[src/rtl/gray_seq_ctrl.sv]
// ----------------------------------------------------------------------------
// gray_seq_ctrl
//
// Purpose:
//   Generates a binary count sequence and its Gray-code image under a
//   valid/ready handshake. A sequence is armed from IDLE by start, counts up
//   from 0 to a captured limit or down from the limit to 0, and then
//   announces completion with a one-cycle done pulse. stop aborts a running
//   sequence without a done pulse.
//
// Optional feature:
//   GRAY_SEQ_CHECK_EN - when defined, an adjacency checker is compiled in.
//   It sets the sticky err flag if any stepping transfer changes the Gray
//   code in other than exactly one bit. When undefined, err is tied to 0.
//
// Ports:
//   clk        in   1      rising-edge clock
//   rst_n      in   1      asynchronous active-low reset
//   start      in   1      begin a sequence (sampled in IDLE only)
//   stop       in   1      abort a sequence (sampled in RUN); wins over start
//   dir        in   1      0 = count up, 1 = count down (captured at start)
//   limit      in   WIDTH  terminal binary value (captured at start)
//   out_ready  in   1      downstream accepts the current code
//   binary     out  WIDTH  current binary count (registered)
//   gray       out  WIDTH  Gray code of binary (registered)
//   out_valid  out  1      binary/gray hold a code to be consumed (RUN)
//   busy       out  1      high while in RUN
//   done       out  1      one-cycle completion pulse
//   err        out  1      sticky Gray adjacency error
// ----------------------------------------------------------------------------
module gray_seq_ctrl #(
    parameter int WIDTH = 4
) (
    input  logic             clk,
    input  logic             rst_n,
    input  logic             start,
    input  logic             stop,
    input  logic             dir,
    input  logic [WIDTH-1:0] limit,
    input  logic             out_ready,
    output logic [WIDTH-1:0] binary,
    output logic [WIDTH-1:0] gray,
    output logic             out_valid,
    output logic             busy,
    output logic             done,
    output logic             err
);

    typedef enum logic [1:0] {
        IDLE = 2'd0,
        RUN  = 2'd1,
        DONE = 2'd2
    } state_t;

    localparam logic [WIDTH-1:0] ONE = {{(WIDTH-1){1'b0}}, 1'b1};

    state_t           r_state;
    state_t           w_state_next;

    logic             r_dir;
    logic [WIDTH-1:0] r_limit;
    logic [WIDTH-1:0] r_binary;
    logic [WIDTH-1:0] r_gray;

    logic             w_start_ok;
    logic             w_xfer;
    logic             w_at_terminal;
    logic             w_step;
    logic [WIDTH-1:0] w_bin_step;
    logic [WIDTH-1:0] w_bin_next;
    logic [WIDTH-1:0] w_gray_next;

    // ------------------------------------------------------------------------
    // Shared decode
    // ------------------------------------------------------------------------
    assign w_start_ok    = (r_state == IDLE) && start && !stop;
    assign w_xfer        = (r_state == RUN) && out_ready;
    // Terminal value is the limit when counting up and 0 when counting down.
    // Checking it before stepping keeps a legal sequence from ever wrapping.
    assign w_at_terminal = (r_binary == (r_dir ? '0 : r_limit));
    // A transfer that happens together with stop still consumes the code, so
    // the count steps; only the state machine is aborted.
    assign w_step        = w_xfer && !w_at_terminal;
    assign w_bin_step    = r_dir ? (r_binary - ONE) : (r_binary + ONE);

    always_comb begin
        // NOTE: every variable assigned in a combinational block gets a
        // default first so that no path leaves it unassigned (no latch).
        w_bin_next = r_binary;
        if (w_start_ok) begin
            w_bin_next = dir ? limit : '0;
        end else if (w_step) begin
            w_bin_next = w_bin_step;
        end
    end

    assign w_gray_next = w_bin_next ^ (w_bin_next >> 1);

    // ------------------------------------------------------------------------
    // FSM: state register
    // ------------------------------------------------------------------------
    always_ff @(posedge clk or negedge rst_n) begin
        // NOTE: sequential state uses non-blocking assignments so all
        // registers update together from pre-edge values.
        if (!rst_n) begin
            r_state <= IDLE;
        end else begin
            r_state <= w_state_next;
        end
    end

    // ------------------------------------------------------------------------
    // FSM: next-state logic
    // ------------------------------------------------------------------------
    always_comb begin
        w_state_next = r_state;
        unique case (r_state)
            IDLE: begin
                if (w_start_ok) begin
                    w_state_next = RUN;
                end
            end
            RUN: begin
                if (stop) begin
                    w_state_next = IDLE;
                end else if (w_xfer && w_at_terminal) begin
                    w_state_next = DONE;
                end
            end
            DONE: begin
                w_state_next = IDLE;
            end
            default: begin
                w_state_next = IDLE;
            end
        endcase
    end

    // ------------------------------------------------------------------------
    // FSM: outputs (decoded from the state register only)
    // ------------------------------------------------------------------------
    always_comb begin
        busy      = 1'b0;
        out_valid = 1'b0;
        done      = 1'b0;
        unique case (r_state)
            IDLE: ;
            RUN: begin
                busy      = 1'b1;
                out_valid = 1'b1;
            end
            DONE: begin
                done = 1'b1;
            end
            default: ;
        endcase
    end

    // ------------------------------------------------------------------------
    // Datapath: captured configuration and code registers
    // ------------------------------------------------------------------------
    always_ff @(posedge clk or negedge rst_n) begin
        if (!rst_n) begin
            r_dir    <= 1'b0;
            r_limit  <= '0;
            r_binary <= '0;
            r_gray   <= '0;
        end else begin
            if (w_start_ok) begin
                r_dir   <= dir;
                r_limit <= limit;
            end
            r_binary <= w_bin_next;
            r_gray   <= w_gray_next;
        end
    end

    assign binary = r_binary;
    assign gray   = r_gray;

    // ------------------------------------------------------------------------
    // Optional Gray adjacency checker
    // ------------------------------------------------------------------------
`ifdef GRAY_SEQ_CHECK_EN
    logic r_err;

    always_ff @(posedge clk or negedge rst_n) begin
        if (!rst_n) begin
            r_err <= 1'b0;
        end else if (w_step && !$onehot(w_gray_next ^ r_gray)) begin
            r_err <= 1'b1;
        end
    end

    assign err = r_err;
`else
    assign err = 1'b0;
`endif

endmodule
[config.mk]
export PLATFORM = sky130hd
export DESIGN_NAME = gray_seq_ctrl
export DESIGN_NICKNAME = d
export VERILOG_FILES = /design/src/rtl/gray_seq_ctrl.sv
export SDC_FILE = /design/constraint.sdc
export NUM_CORES = 1
export LEC_CHECK = 0
export ABC_AREA = 1
export CORE_MARGIN = 2
export CORE_UTILIZATION = 55
export CTS_CLUSTER_SIZE = 16
export DETAILED_ROUTE_END_ITERATION = 6
export DONT_BUFFER_PORTS = 1
export GPL_TIMING_DRIVEN = 0
export PLACE_DENSITY = 0.79
export REMOVE_ABC_BUFFERS = 1
export SLEW_MARGIN = 20
export SYNTH_ARGS = -nofsm -noshare
export SYNTH_HDL_FRONTEND = slang
export SYNTH_SLANG_ARGS = --single-unit
[constraint.sdc]
create_clock -name clk -period 1.7 [get_ports clk]
set_clock_uncertainty 0.2 [all_clocks]
set_input_delay 0.17 -clock clk [delete_from_list [all_inputs] [get_ports clk]]
set_output_delay 0.17 -clock clk [all_outputs]
set_load 0.005 [all_outputs]
==> results.json, run 1 <==
{
  "syn_to_final_growth_pct": 23.4,
  "vdd_ir_drop_max_mv": 0.951,
  "post_dp_cell_area_um2": 981,
  "die_y_um": 46.4,
  "numPortBuffers": 0,
  "postLayoutCellArea_um2": 1220,
  "dp_hpwl_um": 1430,
  "muxShareOfSynthArea_pct": 0,
  "crit_end": "gray[2]",
  "first_iter_violations": 22,
  "drcViolationCount": 0,
  "worstSetupPathDepth": 12,
  "drv_cap": 0,
  "vias": 904,
  "antenna_found_initial": 0,
  "ant_nets": 0,
  "crit_buf_inv": 1,
  "multiInputGateArea_um2": 637,
  "setup_viol": 8,
  "r2r-end": "gray[2]",
  "final_layout_size_suffix_gt1_share_pct": 33.6,
  "ys_seq_area_share_pct": 35.4,
  "die-area_um2": 2150,
  "relSlewSlack_pct": 56.5,
  "synth_top_family_by_area": "simple AND/OR/NAND/NOR gates",
  "worst-slew-pin-transition_ns": 0.650,
  "synth_top_area_cell": "dfrtp_1",
  "clock.fmax_mhz": 542,
  "fin_crit_sh_pct": 109,
  "synthCells": 133,
  "critical_path_required_ns": 1.69,
  "synth_simple_gate_area_share_pct": 40.0,
  "status": "finished with violations",
  "cp_common_cell": "nand2_1",
  "gr-total-overflow": 0,
  "seq_area_um2": 353,
  "reg2reg_slack_ns": -0.15,
  "yosys.cell_types.count": 23,
  "synth_area_um2": 988,
  "cts_buffers": 3,
  "reg2regPathDepth": 12,
  "clk_latency_ns": 0.29,
  "holdWs_ns": -0.0829,
  "critPathMaxStageDelay_ns": 0.50,
  "synth_seq_cells": 14,
  "hold_depth": 2,
  "final-hold-violation-count": 7,
  "crit_start": "r_dir",
  "rsz0062_at_grt": "true",
  "initial_utilization_pct": 57.9,
  "grt_pass1_vias": 746,
  "cp_cell_sequence": "inv_4 > nand2_1 > nand2_1 > nand2_2 > nor2_4 > nand2_4 > nand2_4 > nand2_2 > nand3_2 > nand2_2 > nand2_1 > nand2_1",
  "mostFrequentLayoutCells": "36 x nand2_1, 15 x inv_1, 14 x nand2_2",
  "clkSinkCount": 14,
  "synth_top_cell_area_share_pct": 35.4,
  "vias_per_cell": 5.38,
  "path_max_fanout": 7,
  "placed_cells": 153,
  "crit_type": "flop to flop",
  "wl_um": 2380,
  "crit_path_top_delay_cell": "dfrtp_2",
  "first_pass_iters": 4,
  "ctsHoldBuffers": 7,
  "endpoint_kind": "flop",
  "power_density_nw_per_um2": 1590,
  "tritoncts": "built",
  "root_buffer": "clkbuf_4",
  "avgSynthCellArea_um2": 7.43,
  "synth_compound_area_share_pct": 7.09,
  "synth_xor_area_share_pct": 1.77,
  "nets": 157,
  "place.gp.congestion": 0.804,
  "drv_slew": 0,
  "worstPathArrival_ns": 1.83,
  "coreArea_um2": 1710,
  "die-width_um": 46.4,
  "worst_setup_path_start_kind": "flop",
  "synth_warnings": 0,
  "rows": 15,
  "stdcell_count": 168,
  "worstHoldPathType": "primary input to flop",
  "timing.final.ws_setup_ns": -0.146,
  "grt_pass1_wl_um": 3260,
  "synth_fa_ha_area_share_pct": 4.56,
  "period_needed_ns": 1.85,
  "routedWlPerCell_um": 14.2,
  "tns_ns": -0.540,
  "critical-path-top-delay-family": "simple AND/OR/NAND/NOR gates",
  "mostFrequentLayoutCell": "nand2_1",
  "ios": 22,
  "grt_usage_pct": 21.5,
  "r2r-start": "r_dir",
  "clockBufferDepth": 2,
  "synth_area_leaders": "dfrtp_1 35%, nand2_1 14%, nand2_2 7.6%, nand3_1 7.1%, inv_1 5.7%",
  "fill_cells": 129,
  "violations": "hold timing, setup timing",
  "diodes": 0,
  "leakagePower_nw": 0.608,
  "grt_max_degree": 21,
  "cts.reportedPaths.clkPinSlew_ns": 0.09,
  "cts_max_level": 1
}
## logic make-up after synthesis
family | count (synthesis)
fa+ha+maj | 3
xor+xnor | 2
simple gates | 78
other cells | 1
compound gates | 12
buf+inv | 23
flops | 14
## worst min path at each step
| stage | startpoint | end | slack [ns] |
|---|---|---|---|
| 2_1_floorplan | rst_n | binary[0] | -0.33 |
| 3_3_place_gp | rst_n | binary[2] | -0.33 |
| 3_5_place_dp | rst_n | binary[2] | -0.33 |
| 4_1_cts | start | r_limit[0] | 0.004 |
| 5_1_grt | start | r_state[1] | -0.06 |
| 6_report | start | r_state[1] | -0.08 |
## per-stage QoR
stage / setup WS (ns) / power [mW] / utilization [%]
floorplan: -0.154 / 1.28 / -
global placement: -0.442 / 1.40 / 57.4
detailed placement: -0.514 / 1.43 / 57.4
CTS: -0.0920 / 1.84 / 68.6
global route: -0.250 / 2.07 / 71.4
finish: -0.146 / 1.94 / 71.4
## report_power, final
part	total [mW]	internal [mW]	leakage [nW]	switching (mW)
Sequential	0.632	0.454	0.172	0.178
Combinational	1.06	0.437	0.415	0.622
Clock	0.245	0.131	0.0210	0.114
Total	1.94	1.02	0.608	0.914
## area by class of cell
type	instances	share of cell area, %
flip-flops and latches	14	28.9
well taps	25	2.56
repair buffers	9	6.97
clock buffers	4	2.97
repair inverters	1	0.615
inverters	18	5.74
multi-input cells	97	52.2
## synth_stat cells
cell type   n
a2111oi_2   1
a21oi_1     2
buf_2       1
buf_4       3
buf_6       1
conb_1      1
dfrtp_1    14
fa_1        1
ha_1        2
inv_1      15
inv_2       3
nand2_1    38
nand2_2    12
nand2_4     2
nand3_1    14
nand3b_2    1
nor2_1      6
nor2_2      2
nor2_4      2
nor3_4      1
o21ai_0     5
o21ai_1     4
xnor2_1     2
## layer usage
metal	wire, um	global-route usage, %	up-vias	part of all wire (%)
li1	-	-	434	-
met1	967	30.1	432	41
met2	1230	33.6	29	52
met3	109	2.35	9	4.6
met4	74	8.57	0	3.1
met5	0	0	-	0
## repair_timing
action,4_1_cts,5_1_grt
buffers inserted,2,0
cloned,1,1
setup endpoints to repair,13,9
pin swaps,2,9
hold endpoints to repair,27,5
gates resized for setup,13,9
## flip-flops by register name, indices dropped and copies added, names as in the netlist
name     flops
binary       4
r_limit      4
r_dir        1
r_state      2
gray         3
(Power assumes the default switching activity.)
==> run 2, diff against run 1 <==
--- a/config.mk
+++ b/config.mk
@@ -6,13 +6,13 @@
 export NUM_CORES = 1
 export LEC_CHECK = 0
 export ABC_AREA = 1
+export BUFFER_PORTS_ARGS = -buffer_cell sky130_fd_sc_hd__buf_2
 export CORE_MARGIN = 2
-export CORE_UTILIZATION = 55
+export CORE_UTILIZATION = 47
 export CTS_CLUSTER_SIZE = 16
 export DETAILED_ROUTE_END_ITERATION = 6
-export DONT_BUFFER_PORTS = 1
 export GPL_TIMING_DRIVEN = 0
-export PLACE_DENSITY = 0.79
+export PLACE_DENSITY = 0.71
 export REMOVE_ABC_BUFFERS = 1
 export SLEW_MARGIN = 20
 export SYNTH_ARGS = -nofsm -noshare
==> run 2 against run 1 <==
The run ends with setup timing left. Maximum frequency increased by 5.1%. Setup slack gained 0.090 ns. Die area increased by 15%. Largest cell class unchanged. Design area up 4.9%. Total power grew 3.2%. Core utilization down 6.8 points. Register-to-register slack better by 0.09 ns. Critical path type unchanged. First-iteration DRC count is the same. Non-clock buffer count up 18. Critical path depth is 6 lower. Cell count increased by 11%. Global-route usage decreased by 1.5 points. Critical endpoint is now gray[1].
==> results.json, run 2 (same netlist as run 1, synthesis figures left out) <==
{
  "mostFrequentLayoutCells": "36 x nand2_1, 20 x buf_2, 15 x inv_1",
  "stdcell_count": 187,
  "cts_max_level": 1,
  "initial_utilization_pct": 49.9,
  "numPortBuffers": 20,
  "mostFrequentLayoutCell": "nand2_1",
  "wl_um": 2180,
  "crit_type": "flop to flop",
  "place.gp.congestion": 0.794,
  "root_buffer": "clkbuf_4",
  "r2r-start": "r_dir",
  "power_mw": 2.00,
  "r2r-end": "gray[1]",
  "ios": 22,
  "worstHoldPathType": "primary input to flop",
  "grt_max_degree": 15,
  "antenna_found_initial": 0,
  "timing.final.ws_setup_ns": -0.0558,
  "fin_crit_sh_pct": 103,
  "clockBufferDepth": 2,
  "reg2regPathDepth": 6,
  "first_iter_violations": 22,
  "die-area_um2": 2490,
  "leakagePower_nw": 0.669,
  "tritoncts": "built",
  "grt.busiest_layer": "met2",
  "cp_cell_sequence": "fa_2 > nand3b_2 > nand3_1 > nand2_2 > nand2_1 > nand2_1",
  "reg2reg_slack_ns": -0.06,
  "rows": 16,
  "clock.fmax_mhz": 570,
  "grt_usage_pct": 19.9,
  "drv_slew": 0,
  "gr-usage-met1_pct": 27.8,
  "use_met2_pct": 32.9,
  "worst_setup_path_start_kind": "flop",
  "worstHoldStart": "out_ready",
  "clkSinkCount": 14,
  "syn_to_final_growth_pct": 29.5,
  "holdWs_ns": 0.0209,
  "vias": 916,
  "gr-total-overflow": 0,
  "period_needed_ns": 1.76,
  "final_layout_size_suffix_gt1_share_pct": 39.4,
  "cts_buffers": 3,
  "drv_cap": 0,
  "drcViolationCount": 0,
  "critPathMaxStageDelay_ns": 0.46,
  "postLayoutCellArea_um2": 1280,
  "met3_usage_pct": 1.82,
  "ant_nets": 0,
  "clk_latency_ns": 0.28,
  "diodes": 0,
  "vdd_ir_drop_max_mv": 0.745,
  "violations": "setup timing",
  "dp_hpwl_um": 1510,
  "grt_pass1_vias": 873,
  "die-width_um": 49.9,
  "coreArea_um2": 1980,
  "post_dp_cell_area_um2": 1080,
  "placed_cells": 175,
  "rsz0062_at_grt": "true",
  "first_pass_iters": 4,
  "grt_pass1_wl_um": 3890,
  "setup_viol": 3,
  "crit_path_top_delay_cell": "dfrtp_2",
  "worstPathArrival_ns": 1.74,
  "hold_depth": 3,
  "power_density_nw_per_um2": 1560,
  "final-hold-violation-count": 0,
  "endpoint_kind": "flop",
  "die_y_um": 49.9,
  "hold_path_end": "r_state[1]",
  "cts.reportedPaths.clkPinSlew_ns": 0.09,
  "critical_path_required_ns": 1.68,
  "routedWlPerCell_um": 11.6,
  "nets": 174,
  "cp_common_cell": "nand2_1",
  "vias_per_cell": 4.90,
  "status": "finished with violations",
  "path_max_fanout": 5
}
[run 2: worst max-delay path: cells and delay by family, from the launching register on]
family                   cells  cell delay (ns)
adder cells (fa/ha/maj)      1             0.46
AND/OR/NAND/NOR              5             0.53
flip-flops                   1             0.46
[run 2: metal layers]
layer / vias to the layer above / share of wire, %
met5: - / 0
met4: 0 / 1.7
met3: 7 / 3.9
met2: 25 / 48
met1: 414 / 46
li1: 470 / -
[run 2: worst max path at each step]
stage	startpoint	end	slack (ns)	depth (start not counted)
after floorplan	r_state[1]	gray[0]	-0.15	9
after global placement	r_state[1]	gray[0]	-0.46	9
after detailed placement	r_state[1]	gray[0]	-0.50	9
after CTS	r_dir	gray[1]	-0.04	6
after global routing	r_dir	gray[2]	-0.19	11
final	r_dir	gray[1]	-0.06	6
[run 2: layout make-up]
type | instances | area (um2)
inverters | 18 | 72.6
fillers | 179 | 702
well taps | 27 | 33.8
repair buffers | 27 | 165
clock buffers | 4 | 36.3
flip-flops and latches | 14 | 354
multi-input cells | 97 | 618
[run 2: timing repair]
item	CTS	global route
setup endpoints to repair	13	7
endpoints found under the hold margin	21	0
setup buffers	2	0
gates cloned	1	0
gates resized for setup	14	5
hold buffers	5	0
pin swaps	8	1
[run 2: stage by stage]
| stage | utilization [%] | TNS, ns | worst slack, ns |
|---|---|---|---|
| floorplan | - | -0.320 | -0.154 |
| global placement | 54.7 | -2.74 | -0.463 |
| detailed placement | 54.7 | -3.06 | -0.502 |
| CTS | 63.6 | -0.123 | -0.0449 |
| global route | 64.6 | -0.618 | -0.189 |
| finish | 64.6 | -0.159 | -0.0558 |
[run 2: report_power, final]
part	internal (mW)	total (mW)	switching [mW]	leakage, nW
logic	0.508	1.17	0.665	0.477
clock network	0.130	0.244	0.113	0.0210
registers	0.456	0.580	0.124	0.171
total	1.09	2.00	0.902	0.669
==> run 3, diff against run 2 <==
--- a/config.mk
+++ b/config.mk
@@ -7,7 +7,7 @@
 export LEC_CHECK = 0
 export ABC_AREA = 1
 export BUFFER_PORTS_ARGS = -buffer_cell sky130_fd_sc_hd__buf_2
-export CORE_MARGIN = 2
+export CAP_MARGIN = 10
 export CORE_UTILIZATION = 47
 export CTS_CLUSTER_SIZE = 16
 export DETAILED_ROUTE_END_ITERATION = 6
==> run 3 against run 2 <==
The flow still finishes with violations (setup timing). Setup slack worse by 0.015 ns. Sequential share of layout area is 0.72 points higher. Sequential cell count stayed put. Maximum frequency is 0.85% lower. Non-clock buffer count stayed put. Largest cell class unchanged.
==> results.json, run 3 (same netlist as run 1, synthesis figures left out) <==
{
  "power_density_nw_per_um2": 1540,
  "reg2reg_slack_ns": -0.07,
  "root_buffer": "clkbuf_4",
  "r2r-start": "r_dir",
  "rsz0062_at_grt": "true",
  "setup_viol": 3,
  "grt_max_degree": 21,
  "place_ws_ns": -0.478,
  "diodes": 0,
  "crit_buf_inv": 1,
  "numPortBuffers": 20,
  "syn_to_final_growth_pct": 26.2,
  "status": "finished with violations",
  "stdcell_count": 187,
  "r2r-end": "gray[1]",
  "critical_path_required_ns": 1.69,
  "gr-total-overflow": 0,
  "wl_um": 2280,
  "seqPwrFrac_pct": 30.5,
  "cp_common_cell": "nand2_1",
  "cts_max_level": 1,
  "grt_pass1_wl_um": 3250,
  "cts.reportedPaths.clkPinSlew_ns": 0.09,
  "drv_slew": 0,
  "nets": 174,
  "leakagePower_nw": 0.664,
  "ios": 22,
  "endpoint_kind": "flop",
  "period_needed_ns": 1.77,
  "worst_setup_path_start_kind": "flop",
  "hold_depth": 3,
  "final_layout_size_suffix_gt1_share_pct": 36.9,
  "hold_path_end": "r_state[1]",
  "antenna_found_initial": 0,
  "clkSinkCount": 14,
  "rows": 16,
  "crit_path_top_delay_cell": "dfrtp_2",
  "tns_ns": -0.191,
  "p_sw_share_pct": 44.6,
  "p_comb_share_pct": 56.3,
  "critical-path-top-delay-family": "simple AND/OR/NAND/NOR gates",
  "clock.fmax_mhz": 565,
  "p_int_mw": 1.06,
  "mostFrequentLayoutCell": "nand2_1",
  "vias": 907,
  "grt_usage_pct": 21.0,
  "ant_nets": 0,
  "die-area_um2": 2290,
  "coreArea_um2": 1960,
  "p_switching_uw": 856,
  "timing.final.ws_setup_ns": -0.0708,
  "die_y_um": 47.9,
  "first_pass_iters": 5,
  "worstHoldStart": "out_ready",
  "routedWlPerCell_um": 12.2,
  "clk_latency_ns": 0.29,
  "mostFrequentLayoutCells": "38 x nand2_1, 20 x buf_2, 15 x inv_1",
  "worstHoldPathType": "primary input to flop",
  "first_iter_violations": 8,
  "vias_per_cell": 4.85,
  "clockBufferDepth": 2,
  "critPathMaxStageDelay_ns": 0.49,
  "drcViolationCount": 0,
  "fin_crit_sh_pct": 104,
  "place.gp.congestion": 0.793,
  "initial_utilization_pct": 50.4,
  "cts_buffers": 3,
  "power_mw": 1.92,
  "violations": "setup timing",
  "vdd_ir_drop_max_mv": 0.749,
  "final-hold-violation-count": 0,
  "drv_cap": 0,
  "placed_cells": 175,
  "die-width_um": 47.9,
  "power.share.clock_pct": 13.2,
  "crit_type": "flop to flop",
  "worstPathArrival_ns": 1.76,
  "cp_cell_sequence": "inv_4 > nand2_1 > nand2_1 > nand2_2 > nor2_4 > nand2_4 > nand2_4 > nand2_2 > nand3_1 > nand2_2 > nand2_1 > nand2_1",
  "grt_pass1_vias": 793,
  "reg2regPathDepth": 12,
  "path_max_fanout": 9,
  "dp_hpwl_um": 1500,
  "tritoncts": "built"
}
[run 3: changes by cell type in the layout (fill, tap and decap cells not counted)]
| cell | change |
|---|---|
| a21oi_2 | +1 |
| a21oi_4 | -1 |
| clkinv_4 | -1 |
| inv_4 | +1 |
| nand2_1 | +2 |
| nand2_2 | -2 |
| nand3_1 | +2 |
| nand3_2 | -1 |
| nand3_4 | -1 |
[run 3: worst max path at each step]
stage	start	end	slack, ns	cells after the start
final	r_dir	gray[1]	-0.07	12
after global routing	r_dir	gray[1]	-0.19	12
after CTS	r_dir	gray[1]	-0.07	6
after detailed placement	r_state[1]	gray[0]	-0.48	9
after global placement	r_state[1]	gray[0]	-0.48	9
after floorplan	r_state[1]	gray[0]	-0.15	9
[run 3: worst register-to-register path, stage by stage, from the launching register on]
cell and delay [ns]:
dfrtp_2 0.49, inv_4 0.12, nand2_1 0.06, nand2_1 0.07, nand2_2 0.06, nor2_4 0.12, nand2_4 0.10, nand2_4 0.11
nand2_2 0.06, nand3_1 0.09, nand2_2 0.08, nand2_1 0.07, nand2_1 0.05
[run 3: repair_timing]
action / 4_1_cts / 5_1_grt
cloned: 0 / 1
resized for setup: 11 / 1
setup buffers: 2 / 0
setup endpoints to repair: 13 / 8
endpoints found under the hold margin: 21 / 0
hold buffers: 5 / 0
pin swaps: 2 / 2
[run 3: metrics by stage]
stage / hold WS (ns) / util (%) / instance area, um2
final: 0.0178 / 63.6 / 1250
after global routing: 0.0334 / 63.6 / 1250
after CTS: 0.0000742 / 62.8 / 1230
after detailed placement: -0.110 / 55.2 / 1080
after global placement: -0.117 / 55.2 / 1080
after floorplan: -0.326 / - / 950
[run 3: area by class of cell]
type / count / area (um2)
multi-input cells: 97 / 588
well taps: 27 / 33.8
fillers: 196 / 714
clock buffers: 4 / 36.3
flip-flops and latches: 14 / 354
inverters: 18 / 70.1
repair buffers: 27 / 165
[run 3: per-layer routing]
layer	part of all wire, %	GRT usage, %	wire [um]
met5	0	0	0
met4	1.7	12.8	38
met3	3.7	2.64	84
met2	50	34.6	1140
met1	44	25.9	1010
[run 3: power groups by stage]
stage	logic, mW	clock network [mW]	registers [mW]
2_1_floorplan	0.712	0	0.569
3_3_place_gp	0.931	0	0.572
3_5_place_dp	0.955	0	0.578
4_1_cts	1.07	0.255	0.580
5_1_grt	1.24	0.274	0.605
6_report	1.08	0.253	0.585
